File: src/rtl/frac_product_accumulator.sv
// Sums N fractional products from the multiplier into a saturating accumulator and
// reports each frame sum with a one-cycle Res_Valid strobe.
module frac_product_accumulator #(
  parameter int N     = 8,
  parameter int ACC_W = 9
) (
  input  logic             CLK,
  input  logic             RST,
  input  logic             St,
  input  logic             Done,
  input  logic [6:0]       Product,
  output logic [ACC_W-1:0] Result,
  output logic             Res_Valid,
  output logic             Ovf,
  output logic             Busy
);

  localparam int CW = $clog2(N);
  localparam logic [CW-1:0] LAST = CW'(N - 1);
  localparam logic [ACC_W-1:0] ACC_MAX = {1'b0, {(ACC_W-1){1'b1}}};
  localparam logic [ACC_W-1:0] ACC_MIN = {1'b1, {(ACC_W-1){1'b0}}};

  typedef enum logic [1:0] {IDLE, ACCUM, REPORT} state_t;

  state_t           state, state_nxt;
  logic [ACC_W-1:0] acc, acc_nxt;
  logic [CW-1:0]    cnt, cnt_nxt;
  logic             sticky, sticky_nxt;
  logic [ACC_W-1:0] result_nxt;
  logic             ovf_nxt;
  logic             res_valid_nxt;

  logic [ACC_W:0]   sum;
  logic             clamp_hi, clamp_lo;
  logic [ACC_W-1:0] sat;

  // One guard bit is enough: |acc| <= 2^(ACC_W-1) and |Product| <= 64.
  always_comb begin
    sum      = {acc[ACC_W-1], acc} + {{(ACC_W-6){Product[6]}}, Product};
    clamp_hi = ~sum[ACC_W] &  sum[ACC_W-1];
    clamp_lo =  sum[ACC_W] & ~sum[ACC_W-1];
    if (clamp_hi)      sat = ACC_MAX;
    else if (clamp_lo) sat = ACC_MIN;
    else               sat = sum[ACC_W-1:0];
  end

  always_comb begin
    state_nxt     = state;
    acc_nxt       = acc;
    cnt_nxt       = cnt;
    sticky_nxt    = sticky;
    result_nxt    = Result;
    ovf_nxt       = Ovf;
    res_valid_nxt = 1'b0;
    Busy          = (state != IDLE);
    case (state)
      IDLE: begin
        if (St) begin
          acc_nxt    = '0;
          cnt_nxt    = '0;
          sticky_nxt = 1'b0;
          state_nxt  = ACCUM;
        end
      end
      ACCUM: begin
        if (St) begin
          acc_nxt    = '0;
          cnt_nxt    = '0;
          sticky_nxt = 1'b0;
        end else if (Done) begin
          acc_nxt    = sat;
          cnt_nxt    = cnt + CW'(1);
          sticky_nxt = sticky | clamp_hi | clamp_lo;
          if (cnt == LAST) begin
            result_nxt    = sat;
            ovf_nxt       = sticky | clamp_hi | clamp_lo;
            res_valid_nxt = 1'b1;
            state_nxt     = REPORT;
          end
        end
      end
      REPORT: begin
        acc_nxt    = '0;
        cnt_nxt    = '0;
        sticky_nxt = 1'b0;
        state_nxt  = St ? ACCUM : IDLE;
      end
      default: state_nxt = IDLE;
    endcase
  end

  always_ff @(posedge CLK or posedge RST) begin
    if (RST) begin
      state     <= IDLE;
      acc       <= '0;
      cnt       <= '0;
      sticky    <= 1'b0;
      Result    <= '0;
      Ovf       <= 1'b0;
      Res_Valid <= 1'b0;
    end else begin
      state     <= state_nxt;
      acc       <= acc_nxt;
      cnt       <= cnt_nxt;
      sticky    <= sticky_nxt;
      Result    <= result_nxt;
      Ovf       <= ovf_nxt;
      Res_Valid <= res_valid_nxt;
    end
  end

endmodule
File: config.mk
export PLATFORM = sky130hd
export DESIGN_NAME = frac_product_accumulator
export DESIGN_NICKNAME = d
export VERILOG_FILES = /design/src/rtl/frac_product_accumulator.sv
export SDC_FILE = /design/constraint.sdc
export NUM_CORES = 1
export LEC_CHECK = 0
export ABC_AREA = 0
export CAP_MARGIN = 0
export CORE_MARGIN = 4
export CORE_UTILIZATION = 50
export DETAILED_ROUTE_END_ITERATION = 10
export GPL_ROUTABILITY_DRIVEN = 1
export GPL_TIMING_DRIVEN = 0
export PLACE_DENSITY_LB_ADDON = 0.25
export SETUP_SLACK_MARGIN = 0.2
export SLEW_MARGIN = 20
export SYNTH_ARGS = -nofsm -noshare
export SYNTH_HDL_FRONTEND = slang
export SYNTH_SLANG_ARGS = --single-unit
File: constraint.sdc
create_clock -name CLK -period 2.5 [get_ports CLK]
set_input_delay 0.25 -clock CLK [delete_from_list [all_inputs] [get_ports CLK]]
set_output_delay 0.25 -clock CLK [all_outputs]
set_load 0.01 [all_outputs]
==> impl_results.md <==
- Power Total: roughly 1.6 mW
- Area delta synth->final: 29.4%
- Crit path arrival time: 2.69 ns
- IO Pins: 23
- Max-Cap Viols: 0
- Reg clk slew, reported paths: approximately 0.15 ns
- Reg power frac: between 30% and 40%
- Comb power frac: around 50%
- P_int: approximately 1 mW
- Final WS setup: approximately 0.028 ns
- Top post-synthesis cells by area: dfrtp_1 42%, ha_1 8.8%, maj3_2 5.1%
- CP Max Fanout: 7
- Synthesized area: approximately 1600 µm²
- Yosys warns: 0
- Worst Tran Pin Value: ~0.9 ns
- Drc violations: 0
- Largest net degree at the start of global routing: 27
- First-pass GRT wire length: roughly 6.0 mm
- Layout net count: slightly below 200
- Vias per Instance: between 5 and 6
- Util after Layout: 70.6%
- Synthesized area per cell: approximately 11 µm²
- Startpoint types: flop
- CTS Buffer Depth: 2
- Max-slew violation count: 0
- Place WS: -0.475 ns
- Worst Clk Skew: between 0.015 and 0.02 ns
- Worst-Skew Late Latency: about 0.33 ns
- Synth cell types: 42
- Num Clock Sinks: 26
- Crit path launch: acc[0]$_DFFE_PP0P_
- Rows: 19
- Outcome: completed
- Post-synth EDFFs: 0
- Area share of the largest cell type after synthesis: a little over two fifths
- Post-synthesis sequential area ratio: between 40% and 50%
- Ant. Diodes: 0
- Mapped Nets: approximately 160
- Leak: just over 0.9 nW
- Area of the die: around 4100 µm²
- Via count: roughly 1.2k
- Peak Freq: between 400 and 500 MHz
- Final Hold Vio Count: 0
- Vias in the first global route: about 1.2k
- CTS Root Cell: clkbuf_4
- Top FF cell, synth: dfrtp_1
- Core outline area: about 2900 µm²
- Port Buffers: 22
- Cells after synthesis: ~140
- NetSw: 556 µW
- WL final: approximately 3.4 mm
- Hold Crit Class: input port to asynchronous set/reset pin
- Setup crit end kind: flop
- RSZ-0062 raised after global routing: yes
- Share of cells above drive strength 1: between 20% and 30%
- Post-route ant nets: 0
- Critical path class: flop to flop
- Slowest-stage cell, CP: dfrtp_1
- CP Cell Sequence: ha_4 > inv_2 > fa_2 > nor2b_4 > o2111ai_4 > a31oi_4 > o31ai_4 > buf_12 > maj3_2 > mux2_4
- CTS tree: built
- Hold Buf Count CTS: 0
- Max_slew headroom: between 40% and 50%
- Worst path required time: 2.72 ns
- Antenna violations before repair: 0
- WL/cell: 16.9 µm
- Final Cycle Share: between 90% and 100%
- Initial Util: between 50% and 60%
- Die Width: between 60 and 70 µm
- RePlAce Congestion: around 0.74
- TritonRoute pass-1 iters: 4
- Switching share of power: between 30% and 40%
- Fin crit period: ~2.5 ns
- R2R Path Start: acc[0]$_DFFE_PP0P_
- #FFs+latches synth: 26
- Total gr overflow: 0
- Maximum VDD drop: 0.000515 V
- Reg-to-reg slack, setup: 0.03 ns
- Cts bufs inserted: 3
- Die Span Y: 63.8 µm
- Tot GR Track Use: a little under a fifth
- Setup Viol. Count Final: 0
- Ys async rst share: 100%
- Crit path largest cell delay: between 0.4 and 0.5 ns
- Clock group share of total power: a little under a fifth
- Yosys top cell by area: dfrtp_1
- First DRT Iteration DRCs: about 70
- CTS HTree Levels: 1
- Hpwl dp: around 2.5 mm
- Cell area power density: roughly 800 nW/µm²
layout make-up:
cell class / instances / area (µm²)
Buffer: 2 / 8.76
Multi-Input combinational cell: 100 / 942
Tap cell: 31 / 38.8
Inverter: 8 / 30.0
Clock buffer: 3 / 22.5
Clock inverter: 1 / 30.0
Sequential cell: 26 / 651
Fill cell: 221 / 838
Timing Repair Buffer: 30 / 292
stage by stage:
step                      cell area (µm²)  instances  hold slack (ns)  setup TNS, ns
after floorplan                      1570        136            0.290              0
after global placement               1820        189            0.464          -4.69
after detailed placement             1820        189            0.480          -7.00
after CTS                            1970        197            0.455        -0.0743
after global routing                 2010        201            0.336         -0.300
final                                2010        201            0.283              0
layout by cell type (no fill, tap or decap), drive strengths merged, types with 2 or more instances in the layout:
cell            n
maj3            8
o21a            2
nor2            5
inv             7
o21ai           8
a21o            3
a22o            9
nand3           3
nand2          10
o211ai          2
a21oi           5
mux2            7
clkdlybuf4s50  21
xnor2           6
a32o            2
buf             9
ha             11
dfrtp          26
clkbuf          4
nand2b          3
state kept, by name (all words and copies together) (netlist names):
| name | flops |
|---|---|
| Result | 9 |
| acc | 9 |
| Ovf | 1 |
| Res_Valid | 1 |
| state | 2 |
| cnt | 3 |
| sticky | 1 |
synth_stat cells, drive strengths merged (2+ instances only):
library cell  number
nand3              3
ha                11
nand2             10
nand2b             3
a21o               3
o21ai              8
dfrtp             26
a32o               2
o21a               2
mux2               7
o211ai             2
inv                8
nor2               5
maj3               8
a21oi              5
xnor2              6
a22o               9
what timing repair did:
item,CTS,global route
pin swaps,9,11
endpoints found under the setup margin,18,17
cloned,0,0
gates resized for setup,12,6
buffers inserted,4,4
logic make-up after synthesis:
kind of cell / count (synthesis) / synth area share (%)
AO/OA/AOI/OAI: 40 / 22.3
adder cells (fa/ha/maj): 20 / 15.8
buffers and inverters: 10 / 2.49
AND/OR/NAND/NOR: 27 / 8.92
flip-flops: 26 / 41.8
multiplexers: 7 / 5.30
XOR/XNOR: 6 / 3.38
power groups by stage:
stage	Clock, mW	Sequential (mW)	Combinational [mW]
detailed placement	0	0.507	0.647
floorplan	0	0.493	0.522
global route	0.316	0.506	0.856
global placement	0	0.504	0.619
finish	0.290	0.500	0.775
CTS	0.295	0.500	0.743
critical path, delay by kind of cell (launching register included):
family / cells / cell delay [ns]
compound gates: 3 / 0.51
fa+ha+maj: 3 / 0.85
simple gates: 1 / 0.16
flops: 1 / 0.41
mux: 1 / 0.26
buf+inv: 2 / 0.19
path summary, 6_finish.rpt:
path,end,cells after the start
min in group CLK,Result[8]$_DFFE_PP0P_,2
hold reg to reg,Result[8]$_DFFE_PP0P_,2
hold / removal,Result[5]$_DFFE_PP0P_,2
max in group asynchronous,Result[2]$_DFFE_PP0P_,2
setup / recovery,Result[3]$_DFFE_PP0P_,10
setup reg to reg,Result[3]$_DFFE_PP0P_,10
metal layers:
metal / up-vias / share of wire (%) / global-route usage (%)
met5: - / 0 / 0
met4: 0 / 0.56 / 3.23
met3: 2 / 3.2 / 3.85
met2: 22 / 54 / 33.5
met1: 590 / 42 / 22.9
li1: 577 / - / -
No activity file was read; power rests on OpenSTA's default activity.
